$ cat src/rtl/pipe_flow_pkg.sv
`default_nettype none
// ============================================================================
//  Module      : pipe_flow_pkg
//  Description : Shared types for the pipeline flow controller: FSM state
//                enum, next-PC source codes and a PC increment helper.
//  Revision    : 1.0 - initial release
// ============================================================================
package pipe_flow_pkg;

   typedef enum logic [1:0] {
      RUN   = 2'd0,
      SLEEP = 2'd1,
      DRAIN = 2'd2,
      TRAP  = 2'd3
   } flow_state_e;

   // Next-PC source select codes
   localparam logic [1:0] RSEL_SEQ    = 2'd0;  // PC+4 / predictor
   localparam logic [1:0] RSEL_EXE    = 2'd1;  // branch target resolved in EXE
   localparam logic [1:0] RSEL_TVEC   = 2'd2;  // mtvec
   localparam logic [1:0] RSEL_RESUME = 2'd3;  // resume_pc

   // Sequential PC after a 32-bit instruction; wraps modulo 2^32.
   function automatic logic [31:0] pc_next(input logic [31:0] pc);
      return pc + 32'd4;
   endfunction

endpackage
`default_nettype wire

$ cat src/rtl/pipe_hazard_unit.sv
`default_nettype none
// ============================================================================
//  Module      : pipe_hazard_unit
//  Description : Combinational hazard detection for the flow controller.
//                Flags a load-use dependency between EXE and ID, and a
//                branch mispredict resolved in EXE with its class.
//  Ports       : id_rs1_i/id_rs2_i, id_use_rs1_i/id_use_rs2_i - ID sources
//                ex_rd_i, ex_is_load_i                        - EXE load
//                ex_branch_i, ex_pred_taken_i, ex_actual_taken_i - branch
//                load_use_o, mispredict_o, nt_pt_o, t_pnt_o   - detections
//  Revision    : 1.0 - initial release
// ============================================================================
module pipe_hazard_unit (
   input  logic [4:0] id_rs1_i,
   input  logic [4:0] id_rs2_i,
   input  logic       id_use_rs1_i,
   input  logic       id_use_rs2_i,
   input  logic [4:0] ex_rd_i,
   input  logic       ex_is_load_i,
   input  logic       ex_branch_i,
   input  logic       ex_pred_taken_i,
   input  logic       ex_actual_taken_i,
   output logic       load_use_o,
   output logic       mispredict_o,
   output logic       nt_pt_o,
   output logic       t_pnt_o
);

   logic w_rs1_hit;
   logic w_rs2_hit;

   assign w_rs1_hit = id_use_rs1_i && (id_rs1_i == ex_rd_i);
   assign w_rs2_hit = id_use_rs2_i && (id_rs2_i == ex_rd_i);

   // x0 is never a real producer, so a load to x0 cannot create a hazard.
   assign load_use_o   = ex_is_load_i && (ex_rd_i != 5'd0) && (w_rs1_hit || w_rs2_hit);

   assign mispredict_o = ex_branch_i && (ex_pred_taken_i != ex_actual_taken_i);
   assign nt_pt_o      = mispredict_o && !ex_pred_taken_i;
   assign t_pnt_o      = mispredict_o &&  ex_pred_taken_i;

endmodule
`default_nettype wire

$ cat src/rtl/pipe_flow_ctrl.sv
`default_nettype none
// ============================================================================
//  Module      : pipe_flow_ctrl
//  Description : Central flow controller for the 5-stage pipeline. Produces
//                hold/bubble/flush controls for IF/ID and ID/EXE, selects the
//                next-PC source, and sequences interrupt drain, WFI sleep and
//                MRET return.
//  Ports       : clk, rst (async, active-high)
//                imem_busy_i/dmem_busy_i  - memory wait, freezes everything
//                id_* / if_pc_i           - decode-stage instruction info
//                ex_*                     - EXE load and branch resolution
//                irq_pending_i/irq_enable_i, csr_mepc_i - CSR inputs
//                freeze_o, pc_hold_o, if_id_hold_o, if_id_flush_o,
//                id_ex_bubble_o           - pipe register controls
//                nt_pt_o/t_pnt_o          - mispredict class
//                redirect_sel_o/resume_pc_o - next-PC source and resume PC
//                take_trap_o/trap_epc_o   - trap entry pulse and saved PC
//                wfi_active_o             - sleeping in WFI
//  Revision    : 1.0 - initial release
// ============================================================================
module pipe_flow_ctrl
   import pipe_flow_pkg::*;
#(
   parameter int unsigned DRAIN_CYCLES = 2   // 1..7
) (
   input  logic        clk,
   input  logic        rst,
   input  logic        imem_busy_i,
   input  logic        dmem_busy_i,
   input  logic        id_valid_i,
   input  logic [31:0] id_pc_i,
   input  logic [31:0] if_pc_i,
   input  logic [4:0]  id_rs1_i,
   input  logic [4:0]  id_rs2_i,
   input  logic        id_use_rs1_i,
   input  logic        id_use_rs2_i,
   input  logic        id_is_wfi_i,
   input  logic        id_is_mret_i,
   input  logic [4:0]  ex_rd_i,
   input  logic        ex_is_load_i,
   input  logic        ex_branch_i,
   input  logic        ex_pred_taken_i,
   input  logic        ex_actual_taken_i,
   input  logic        irq_pending_i,
   input  logic        irq_enable_i,
   input  logic [31:0] csr_mepc_i,
   output logic        freeze_o,
   output logic        pc_hold_o,
   output logic        if_id_hold_o,
   output logic        if_id_flush_o,
   output logic        id_ex_bubble_o,
   output logic        nt_pt_o,
   output logic        t_pnt_o,
   output logic [1:0]  redirect_sel_o,
   output logic [31:0] resume_pc_o,
   output logic        take_trap_o,
   output logic [31:0] trap_epc_o,
   output logic        wfi_active_o
);

   localparam logic [2:0] c_drain_init = 3'(DRAIN_CYCLES);

   flow_state_e state_q, state_d;
   logic [2:0]  cnt_q, cnt_d;
   logic [31:0] trap_epc_q, trap_epc_d;
   logic [31:0] wfi_pc_q, wfi_pc_d;

   logic w_load_use;
   logic w_mispredict;
   logic w_nt_pt;
   logic w_t_pnt;
   logic w_irq;

   pipe_hazard_unit u_hazard (
      .id_rs1_i          (id_rs1_i),
      .id_rs2_i          (id_rs2_i),
      .id_use_rs1_i      (id_use_rs1_i),
      .id_use_rs2_i      (id_use_rs2_i),
      .ex_rd_i           (ex_rd_i),
      .ex_is_load_i      (ex_is_load_i),
      .ex_branch_i       (ex_branch_i),
      .ex_pred_taken_i   (ex_pred_taken_i),
      .ex_actual_taken_i (ex_actual_taken_i),
      .load_use_o        (w_load_use),
      .mispredict_o      (w_mispredict),
      .nt_pt_o           (w_nt_pt),
      .t_pnt_o           (w_t_pnt)
   );

   assign freeze_o   = imem_busy_i | dmem_busy_i;
   assign w_irq      = irq_pending_i & irq_enable_i;
   assign trap_epc_o = trap_epc_q;

   always_comb begin
      state_d        = state_q;
      cnt_d          = cnt_q;
      trap_epc_d     = trap_epc_q;
      wfi_pc_d       = wfi_pc_q;
      pc_hold_o      = 1'b0;
      if_id_hold_o   = 1'b0;
      if_id_flush_o  = 1'b0;
      id_ex_bubble_o = 1'b0;
      nt_pt_o        = 1'b0;
      t_pnt_o        = 1'b0;
      redirect_sel_o = RSEL_SEQ;
      resume_pc_o    = 32'd0;
      take_trap_o    = 1'b0;
      wfi_active_o   = 1'b0;

      // A frozen cycle is invisible: nothing is accepted and nothing moves.
      if (!freeze_o) begin
         case (state_q)
            RUN: begin
               if (w_mispredict) begin
                  // Any pending irq waits one cycle so trap_epc lands on the
                  // corrected path.
                  if_id_flush_o  = 1'b1;
                  id_ex_bubble_o = 1'b1;
                  redirect_sel_o = RSEL_EXE;
                  nt_pt_o        = w_nt_pt;
                  t_pnt_o        = w_t_pnt;
               end else if (w_irq) begin
                  if_id_flush_o  = 1'b1;
                  id_ex_bubble_o = 1'b1;
                  pc_hold_o      = 1'b1;
                  trap_epc_d     = id_valid_i ? id_pc_i : if_pc_i;
                  cnt_d          = c_drain_init;
                  state_d        = DRAIN;
               end else if (id_valid_i && id_is_mret_i) begin
                  if_id_flush_o  = 1'b1;
                  id_ex_bubble_o = 1'b1;
                  redirect_sel_o = RSEL_RESUME;
                  resume_pc_o    = csr_mepc_i;
               end else if (id_valid_i && id_is_wfi_i) begin
                  wfi_pc_d       = id_pc_i;
                  id_ex_bubble_o = 1'b1;
                  if_id_hold_o   = 1'b1;
                  pc_hold_o      = 1'b1;
                  state_d        = SLEEP;
               end else if (w_load_use) begin
                  pc_hold_o      = 1'b1;
                  if_id_hold_o   = 1'b1;
                  id_ex_bubble_o = 1'b1;
               end
            end

            SLEEP: begin
               wfi_active_o   = 1'b1;
               pc_hold_o      = 1'b1;
               if_id_hold_o   = 1'b1;
               id_ex_bubble_o = 1'b1;
               if (irq_pending_i) begin
                  if (irq_enable_i) begin
                     trap_epc_d = pc_next(wfi_pc_q);
                     cnt_d      = c_drain_init;
                     state_d    = DRAIN;
                  end else begin
                     // Masked wake: resume after the WFI without trapping.
                     if_id_flush_o  = 1'b1;
                     redirect_sel_o = RSEL_RESUME;
                     resume_pc_o    = pc_next(wfi_pc_q);
                     state_d        = RUN;
                  end
               end
            end

            DRAIN: begin
               pc_hold_o      = 1'b1;
               if_id_flush_o  = 1'b1;
               id_ex_bubble_o = 1'b1;
               cnt_d          = cnt_q - 3'd1;
               if (cnt_q <= 3'd1) begin
                  state_d = TRAP;
               end
            end

            TRAP: begin
               take_trap_o    = 1'b1;
               redirect_sel_o = RSEL_TVEC;
               if_id_flush_o  = 1'b1;
               id_ex_bubble_o = 1'b1;
               state_d        = RUN;
            end

            default: begin
               state_d = RUN;
            end
         endcase
      end
   end

   always_ff @(posedge clk or posedge rst) begin
      if (rst) begin
         state_q    <= RUN;
         cnt_q      <= 3'd0;
         trap_epc_q <= 32'd0;
         wfi_pc_q   <= 32'd0;
      end else begin
         state_q    <= state_d;
         cnt_q      <= cnt_d;
         trap_epc_q <= trap_epc_d;
         wfi_pc_q   <= wfi_pc_d;
      end
   end

endmodule
`default_nettype wire

$ cat config.mk
export PLATFORM = sky130hd
export DESIGN_NAME = pipe_flow_ctrl
export DESIGN_NICKNAME = d
export VERILOG_FILES = /design/src/rtl/pipe_flow_pkg.sv /design/src/rtl/pipe_hazard_unit.sv /design/src/rtl/pipe_flow_ctrl.sv
export SDC_FILE = /design/constraint.sdc
export NUM_CORES = 1
export LEC_CHECK = 0
export ABC_AREA = 1
export CAP_MARGIN = 5
export CORE_MARGIN = 2
export CORE_UTILIZATION = 45
export CTS_CLUSTER_DIAMETER = 30
export CTS_CLUSTER_SIZE = 24
export DETAILED_ROUTE_END_ITERATION = 10
export PLACE_DENSITY = 0.84
export SETUP_SLACK_MARGIN = 0.05
export SYNTH_ARGS = -nofsm -noshare
export SYNTH_HDL_FRONTEND = slang
export SYNTH_SLANG_ARGS = --single-unit
$ cat constraint.sdc
create_clock -name clk -period 7 [get_ports clk]
set_input_delay 2.1 -clock clk [delete_from_list [all_inputs] [get_ports clk]]
set_output_delay 2.1 -clock clk [all_outputs]
set_load 0.03 [all_outputs]
---- After elaboration in Yosys (flattened, before gate mapping) ----
Index checks and enable logic that the tools add are counted.
cells by class
  add/subtract/negate cells ............... 2
  magnitude comparators ................... 1
  equal/unequal tests ..................... 13
  muxes and demuxes ....................... 66
  bitwise operators ....................... 6
  reductions and logical operators ........ 22
operators with widths
  operator                                                                count
  32-bit two-way mux                                                      11
  32-bit case mux with 2 select lines                                     2
  32-bit by 3-bit adder with 32-bit output (second input constant)        1
  1-bit two-way mux                                                       29
  2-bit two-way mux                                                       13
  6-bit AND reduction                                                     4
  3-bit two-way mux                                                       4
  5-bit == test                                                           2
  2-bit != test (second input constant)                                   5
  1-bit logical AND                                                       9
  3-bit case mux with 3 select lines                                      1
  2-bit case mux with 4 select lines                                      1
  3-bit != test (second input constant)                                   2
  1-bit case mux with 2 select lines                                      3
  2-bit case mux with 3 select lines                                      1
  5-bit nonzero test                                                      1
  2-bit == test (second input constant)                                   2
  1-bit inverter                                                          4
  2-bit OR reduction                                                      2
  3-bit by 1-bit <= comparator with 1-bit output (second input constant)  1
  1-bit case mux with 3 select lines                                      1
  3-bit nonzero test                                                      1
  3-bit OR reduction                                                      1
  3-bit by 1-bit subtractor with 3-bit output (second input constant)     1
  other kinds (8)                                                         8
storage, ports and cells
  flip-flop bits (word level) ............. 69
  input port bits ......................... 126
  output and inout bits ................... 75
  word-level logic and storage cells ...... 114

---- Logic depth before layout (Yosys ltp) ----
Gate-level depths: netlist of run 1.
  depth in word-level cells ............... 11
  mapped depth ............................ 12

---- Hierarchy ----
A second synthesis of run 1 with hierarchy kept.
unflattened totals
  cell total of the unflattened synthesis .. 835
  area total of the unflattened synthesis .. 5138.7 µm²
by module, submodules not included
  module            instances  cells an instance  area an instance (µm²)  sequential area each (µm²)
  pipe_flow_ctrl    1          772                4889.7                  1726.7
  pipe_hazard_unit  1          63                 249.0                   0.0

---- Worst setup path after synthesis of run 1 ----
Ideal clock, no wire load.
  path kind ............................... input port to output port
  from .................................... in id_valid_i
  to ...................................... out resume_pc_o[28]
  arrival ................................. 3544 ps
  required time ........................... 4900 ps
  path slack .............................. 1356 ps
  cell stages on the path ................. 8
  path through ............................ buf_2 > nand2_1 > inv_1 > nand2_1 > nor2_1 > buf_2 > nand2_1 > a21oi_1
between the ends
  longest elaborated chain between the ends .. 6
ends and longest elaborated chain
  item                                 line                   source
  start: declaration                   pipe_flow_ctrl.sv:30   input logic id_valid_i,
  1-bit logical AND                    pipe_flow_ctrl.sv:129  end else if (id_valid_i && id_is_mret_i) begin
  32-bit two-way mux                   pipe_flow_ctrl.sv:129
  32-bit two-way mux                   pipe_flow_ctrl.sv:122  end else if (w_irq) begin
  32-bit two-way mux                   pipe_flow_ctrl.sv:114  if (w_mispredict) begin
  32-bit case mux with 2 select lines  pipe_flow_ctrl.sv:112  case (state_q)
  32-bit two-way mux                   pipe_flow_ctrl.sv:111  if (!freeze_o) begin
  end: declaration                     pipe_flow_ctrl.sv:55   output logic [31:0] resume_pc_o,
No other way between the ends.

---- Worst setup path after layout of run 1 ----
  from .................................... in ex_rd_i[1]
  to ...................................... out pc_hold_o
between the ends
  longest elaborated chain between the ends .. 11
ends and longest elaborated chain
  item                                         line                                            source
  start: declaration                           pipe_flow_ctrl.sv:39                            input logic [4:0] ex_rd_i,
  5-bit == test, on equally long branches      pipe_hazard_unit.sv:32, pipe_hazard_unit.sv:33
  1-bit logical AND, on equally long branches  pipe_hazard_unit.sv:32, pipe_hazard_unit.sv:33
  1-bit logical OR                             pipe_hazard_unit.sv:36                          assign load_use_o = ex_is_load_i && (ex_rd_i != 5'd0) && (w_rs1_hit || w_rs2_hit);
  1-bit logical AND (*)                        pipe_hazard_unit.sv:36
  1-bit two-way mux (*)                        pipe_flow_ctrl.sv:140                           end else if (w_load_use) begin
  1-bit two-way mux (*)                        pipe_flow_ctrl.sv:134                           end else if (id_valid_i && id_is_wfi_i) begin
  1-bit two-way mux (*)                        pipe_flow_ctrl.sv:129
  1-bit two-way mux (*)                        pipe_flow_ctrl.sv:122
  1-bit two-way mux (*)                        pipe_flow_ctrl.sv:114
  1-bit case mux with 2 select lines (*)       pipe_flow_ctrl.sv:112
  1-bit two-way mux (*)                        pipe_flow_ctrl.sv:111
  end: declaration                             pipe_flow_ctrl.sv:48                            output logic pc_hold_o,
Every way passes the cells marked *; elsewhere a longest branch is shown, timed or not.

==> results of run 1 <==
[state kept, by name (all words and copies together), names as in the netlist]
signal / count
state_q: 2
cnt_q: 3
trap_epc_o: 32
wfi_pc_q: 32
[cells in the final DEF, fill, tap and decap left out, drive strengths merged]
master	n
nand3	40
clkinv	4
bufinv	1
mux2	1
xnor2	6
ha	8
a21o	1
a31o	1
o211ai	11
o21ai	79
a21oi	69
dfrtp	69
inv	88
nand4	10
a22oi	1
clkbuf	10
clkinvlp	2
a31oi	1
xor2	13
or2	7
clkdlybuf4s50	167
nor2	55
buf	40
nor4	2
nor3	15
nand2	268
and3	1
[Yosys cell counts, drive strengths merged]
master	number	area share, %
a31o	1	0.17
buf	21	2.1
nand3	40	4.3
nand2	268	20
nor2	55	5.1
clkinv	2	0.15
or2	7	0.86
nor4	2	0.24
ha	8	2.0
a21o	1	0.15
xor2	13	2.2
nor3	15	2.0
a22oi	1	0.15
mux2	1	0.22
clkbuf	13	0.96
dfrtp	69	34
inv	87	6.4
and3	1	0.12
a21oi	69	7.2
nand4	10	1.6
o211ai	11	1.6
o21ai	79	7.7
a31oi	1	0.12
xnor2	6	1.0
[metal layers]
layer	routed length (um)	part of all wire [%]	vias up	track usage, %
li1	-	-	2888	-
met1	7311	44	2633	36.08
met2	7715	46	207	45.40
met3	1236	7.4	26	6.476
met4	346	2.1	0	8.583
met5	0	0	-	0
[worst paths after layout]
check / slack [ns] / endpoint / start
min: 0.48 / trap_epc_o[25] / trap_epc_o[25]
min in group asynchronous: 2.10 / cnt_q[0] / rst
max reg2reg: 4.06 / trap_epc_o[26] / state_q[1]
min reg2reg: 0.48 / trap_epc_o[25] / trap_epc_o[25]
max in group asynchronous: 3.90 / trap_epc_o[9] / rst
max: 0.69 / pc_hold_o / ex_rd_i[1]
[logic make-up (layout without fill, tap and decap cells)]
logic type                 after synthesis  count (layout)  synth area share (%)
adders and majority gates                8               8                 1.959
DFF                                     69              69                 33.79
buffers and inverters                  123             312                 9.648
muxes                                    1               1                0.2204
AOI/OAI and AO/OA                      163             163                 17.14
xor gates and xnor gates                19              19                 3.257
and+or+nand+nor                        398             398                 33.99
[worst min-delay path: stages, from the launching register on]
cell and delay [ns]:
sky130_fd_sc_hd__dfrtp_1 0.34, sky130_fd_sc_hd__nand2_1 0.05, sky130_fd_sc_hd__nand2_1 0.05
[layout make-up]
type / instances / area share, %
clock buffers: 10 / 3.091
clock inverters: 6 / 0.9627
inverters: 89 / 4.543
repair buffers: 207 / 26.62
multi-input cells: 589 / 39.11
well taps: 140 / 2.364
flip-flops and latches: 69 / 23.31
[through the flow]
stage	std cells	total power [mW]	worst slack (ns)	cell area, sq um	hold WS [ns]
after global placement	1094	1.821	0.7236	7108	0.4585
after detailed placement	1094	1.841	0.7151	7108	0.4682
after floorplan	781	1.414	1.356	5110	0.4672
final	1110	2.314	0.6858	7408	0.4784
after global routing	1110	2.476	0.5369	7408	0.5014
after CTS	1110	2.313	0.7135	7408	0.4836
[power groups by stage]
stage                     combinational [mW]  sequential (mW)  clock [mW]
after floorplan                        0.563            0.851           0
after global placement                  1.10            0.721           0
after detailed placement                1.12            0.721           0
after CTS                               1.13            0.719       0.467
after global routing                    1.24            0.751       0.484
final                                   1.13            0.723       0.463
==> reports/summary.md, run 1 <==
• complete, no violations — run status
• 31.2% — sequential share of power
• 0 — number of antenna cells inserted
• 237.0 uV — Max VDD drop
• 33.79% — fraction of the yosys area taken by sequential cells
• 200 — Port Buf Inserts
• sky130_fd_sc_hd__nand2_1 — most frequent CP cell
• 10980 sq um — CORE AREA
• sky130_fd_sc_hd__clkbuf_16 — CTS Root Cell
• 9 — TritonCTS buffer count
• 11 — Worst Reg-to-Reg Cells
• clkdlybuf4s50_1 -> inv_1 -> nand2_1 -> nand2_1 -> nor2_1 -> nand3_1 -> nand2_1 -> nand2_1 -> nand2_1 -> nand2_1 -> nand2_1 -> nand2_1 -> a21oi_1 -> clkdlybuf4s50_1 — CP cell instances
• 2 — hold path cells
• 26.76% — Max transition margin
• 110.6 um — horizontal extent of the die
• input pin — kind of launch point of the worst setup path
• 3 — worst-path maximum fanout
• 2 — Clock Path Buffers
• false — unrepaired setup endpoints after global routing
• 0 — setup bufs post-CTS
• 1099 — fin nets
• primary output — kind of end point of the critical path
• 14 — Stages on worst setup path
• 38 — total number of placement rows
• 0 — hold_buf cts
• 69 — CTS sink cnt
• 158.4 MHz — top achievable clock speed
• 4.21 ns — data arrival time of the worst path
• 6.314 ns — clock period minus worst slack
• 14.96 um — routed length per placed instance
• 1.097 ns — Least-Margin Pin Slew
• 4 — DRT Pass-1 Iters
• 0 ns — setup_tns
• 312 — number of DRC violations after detailed-routing iteration 0
• 5.184 — detailed-route vias per instance
• 69 — number of register bits inferred by synthesis
• 5110 sq um — netlist area before placement
• 0.9122 — gpl congestion
• 0 — number of maximum-capacitance violations
• 0 — quantity of gates resized following cts
• 12220 sq um — area of the die
• 3.402 nW — Leak Pwr
• 0.06 ns — clock-pin slew on the worst setup and hold paths
• 0 — total DRC errors in the routed layout
• 781 — Mapped Cells
• 16610 um — final wirelength
• 3 — combined buffer and inverter count along the critical path
• 4.90 ns — critical path data required time
• 0 — Syn. warnings
• 0 — # setup viols final
• 41 — Unique masters post-synth
• 0.009197 ns — Clock Skews
• 67.45% — Post-Route Utilization
• 5621 — vias in the first global route
• 0.69 ns — crit-path max cell delay
• 0 — number of antenna violations at the first check in global routing
• 9.588% — fraction of final layout cells sized beyond drive strength 1
• 5754 — overall via count from detail_route
• 44.98% — area growth from synthesis to layout
• buffers and inverters — family of cells with the greatest summed delay on the critical path
• sky130_fd_sc_hd__clkdlybuf4s50_1 — slowest stage cell, crit path
• 1.282 mW — internal power
• reg -> reg — class of the tightest hold or removal check
• 3 — htree depth
• 960 — number of filler instances in the final layout
• done — TritonCTS clock tree
• 44.61% — switching share of power
• 0 — antenna viol nets, final
• 1.032 mW — power spent charging and discharging nets
• 312.4 nW/um^2 — power density of the placed cells
• 2898 sq um — multi-input gate area in the final layout
• 6.543 sq um — synthesized area per cell
• 0 — final hold viol count
• 12380 um — half-perimeter wire length after detailed placement
• 20.0% — clock network fraction of total power
• 27610 um — global-route wire length before repair
• 27.60% — total global-route track usage
• 0 — residual overflow from global routing
• 1727 sq um — register area
• 46.53% — starting density of the core
• 201 — I/O Pins
• in -> out — classification of the worst setup path
• 0.34 ns — latest clock arrival within the worst-skew pair
• 90.20% — portion of the clock cycle consumed by the worst path in the final layout
• 110.6 um — die height
• 0 — pins over their slew limit
• 48.8% — combinational cell fraction of total power
• 64 — largest net degree at the start of global routing
• 915 — synthesized netlist net count
No activity file was read; power rests on OpenSTA's default activity.
==> inputs of run 2 (changes only) <==
clock period = 7.9 ns   (was 7 ns; I/O delays follow)
==> run 2 against run 1 <==
- worst hold slack gained 0.0012 ns
- flip-flop and latch count is the same
- clock power grew 3%
- combinational power shrank 12%
- register-to-register slack gained 0.91 ns
- largest cell class unchanged
- largest power group unchanged
- non-clock buffer count shrank 1
- count of clock-buffer cells in the layout grew 1
- sequential power shrank 11%
==> reports/summary.md, run 2 (same netlist as run 1, synthesis figures left out) <==
• primary output — kind of end point of the critical path
• sky130_fd_sc_hd__clkbuf_16 — CTS Root Cell
• 201 — I/O Pins, unchanged
• 4.97 ns — slack of the worst reg-to-reg path, +0.91 ns
• 16610 um — final wirelength, unchanged
• 0.007256 ns — Clock Skews, -0.001941 ns
• 0.9146 — gpl congestion, +0.26%
• 0 — # setup viols final, unchanged
• 0 — number of antenna cells inserted, unchanged
• 12090 um — half-perimeter wire length after detailed placement, -2.3%
• 0 — hold_buf cts, unchanged
• 46.53% — starting density of the core, unchanged
• 11 — Worst Reg-to-Reg Cells, unchanged
• 45.79% — area growth from synthesis to layout
• 38 — total number of placement rows, unchanged
• 110.6 um — die height, unchanged
• 14.98 um — routed length per placed instance, about the same
• 0 — total DRC errors in the routed layout, unchanged
• 3 — worst-path maximum fanout, unchanged
• 0 — residual overflow from global routing, unchanged
• 411 — number of DRC violations after detailed-routing iteration 0, +32%
• 4.51 ns — data arrival time of the worst path, +0.30 ns
• 283.9 nW/um^2 — power density of the placed cells, -9.1%
• 161.1 uV — Max VDD drop, -32%
• 5653 — vias in the first global route, +0.57%
• 1.025 ns — setup ws final, +0.3392 ns
• 70 — largest net degree at the start of global routing, +9.4%
• 145.5 MHz — top achievable clock speed
• input pin — kind of launch point of the worst setup path
• 200 — Port Buf Inserts, unchanged
• 87.03% — portion of the clock cycle consumed by the worst path in the final layout
• 0 — number of maximum-capacitance violations, unchanged
• 27680 um — global-route wire length before repair, +0.25%
• false — unrepaired setup endpoints after global routing
• 32.02% — Max transition margin, +5.3 points
• 0 — setup bufs post-CTS, unchanged
• 1098 — fin nets, -0.091%
• 7 — DRT Pass-1 Iters, +3
• 9.494% — fraction of final layout cells sized beyond drive strength 1, -0.093 points
• 976 — number of filler instances in the final layout, +1.7%
• 0 — quantity of gates resized following cts, unchanged
• 7101 sq um — post-place instance area, -0.11%
• 3.423 nW — Leak Pwr, +0.64%
• 5.53 ns — critical path data required time, +0.63 ns
• 1.037 ns — worst-case setup slack after placement, +0.3223 ns
• in -> out — classification of the worst setup path
• reg -> reg — class of the tightest hold or removal check
• 2 — Clock Path Buffers, unchanged
• 5.215 — detailed-route vias per instance, +0.59%
• 110.6 um — horizontal extent of the die, unchanged
• 6.875 ns — clock period minus worst slack
• 0 — final hold viol count, unchanged
• 2 — hold path cells, unchanged
• 0 — number of antenna violations at the first check in global routing, unchanged
• 5783 — overall via count from detail_route, +0.50%
• 27.51% — total global-route track usage, -0.085 points
• 0 — antenna viol nets, final, unchanged
• 69 — CTS sink cnt, unchanged
• 1093 — instance count after placement with tap cells included, -0.091%
• done — TritonCTS clock tree
• 10980 sq um — CORE AREA, unchanged
• 0 ns — setup_tns, unchanged
• 0 — pins over their slew limit, unchanged
• 2.115 mW — Total Power, -8.6%
• 7450 sq um — final standard cell area without fillers, +0.56%
• sky130_fd_sc_hd__nand2_1 — most common library cell in the layout ignoring fill and taps
• 0.06 ns — clock-pin slew on the worst setup and hold paths, about the same
• 0.33 ns — latest clock arrival within the worst-skew pair, about the same
• 1.019 ns — Least-Margin Pin Slew, -0.07879 ns
• 1109 — final instance count without filler cells, -0.090%
• sky130_fd_sc_hd__nand2_1, sky130_fd_sc_hd__clkdlybuf4s50_1, sky130_fd_sc_hd__inv_1, sky130_fd_sc_hd__dfrtp_1, sky130_fd_sc_hd__a21oi_1 — leading cell types in the layout, fill and taps excluded
• 3 — htree depth, unchanged
• 9 — TritonCTS buffer count, unchanged
• complete, no violations — run status
• 12220 sq um — area of the die, unchanged
==> run 2: cell count changes in the layout (fill, tap and decap cells not counted), sizes merged <==
| cell | previous run | this run |
|---|---|---|
| buf | 40 | 39 |
| bufinv | 1 | 3 |
| clkbuf | 10 | 11 |
| clkinv | 4 | 2 |
| clkinvlp | 2 | 1 |
==> run 2: report_power, final <==
part           switching (mW)  internal (mW)
registers               0.138          0.504
clock network           0.160          0.318
logic                   0.610          0.385
total                   0.907           1.21
==> run 2: final cells by class <==
cell class	instances	area, sq um	share of cell area (%)
Clock buffer	11	242.7	3.258
Timing Repair Buffer	206	1964	26.37
Sequential cell	69	1727	23.18
Tap cell	140	175.2	2.351
Inverter	89	336.6	4.518
Clock inverter	5	106.4	1.428
Multi-Input combinational cell	589	2898	38.90
==> run 2: worst paths after layout <==
kind                                 from        endpoint
setup / recovery               ex_rd_i[1]       pc_hold_o
setup reg to reg               state_q[1]  trap_epc_o[25]
max in group asynchronous             rst    wfi_pc_q[10]
hold / removal             trap_epc_o[26]  trap_epc_o[26]
min in group asynchronous             rst  trap_epc_o[14]
hold reg to reg            trap_epc_o[26]  trap_epc_o[26]
==> run 2: metrics by stage <==
step / hold slack (ns) / util (%)
finish: 0.4796 / 67.83
global route: 0.5062 / 67.83
CTS: 0.4801 / 67.83
detailed placement: 0.4660 / 64.65
global placement: 0.4614 / 64.65
floorplan: 0.4672 / -
==> run 2: per-layer routing <==
layer,GRT usage (%),wire length (um),vias up
met5,0,0,-
met4,9.583,464,0
met3,5.214,1318,41
met2,44.70,7617,250
met1,36.80,7210,2606
li1,-,-,2886
==> run 2: critical path, cell delays in order <==
cell	delay, ns
sky130_fd_sc_hd__clkdlybuf4s50_1	0.50
sky130_fd_sc_hd__inv_1	0.08
sky130_fd_sc_hd__nand2_1	0.07
sky130_fd_sc_hd__nand2_1	0.05
sky130_fd_sc_hd__nor2_1	0.12
sky130_fd_sc_hd__nand3_1	0.08
sky130_fd_sc_hd__nand2_1	0.08
sky130_fd_sc_hd__nand2_1	0.05
sky130_fd_sc_hd__nand2_1	0.09
sky130_fd_sc_hd__nand2_1	0.06
sky130_fd_sc_hd__nand2_1	0.07
sky130_fd_sc_hd__nand2_1	0.05
sky130_fd_sc_hd__a21oi_1	0.14
sky130_fd_sc_hd__clkdlybuf4s50_1	0.69
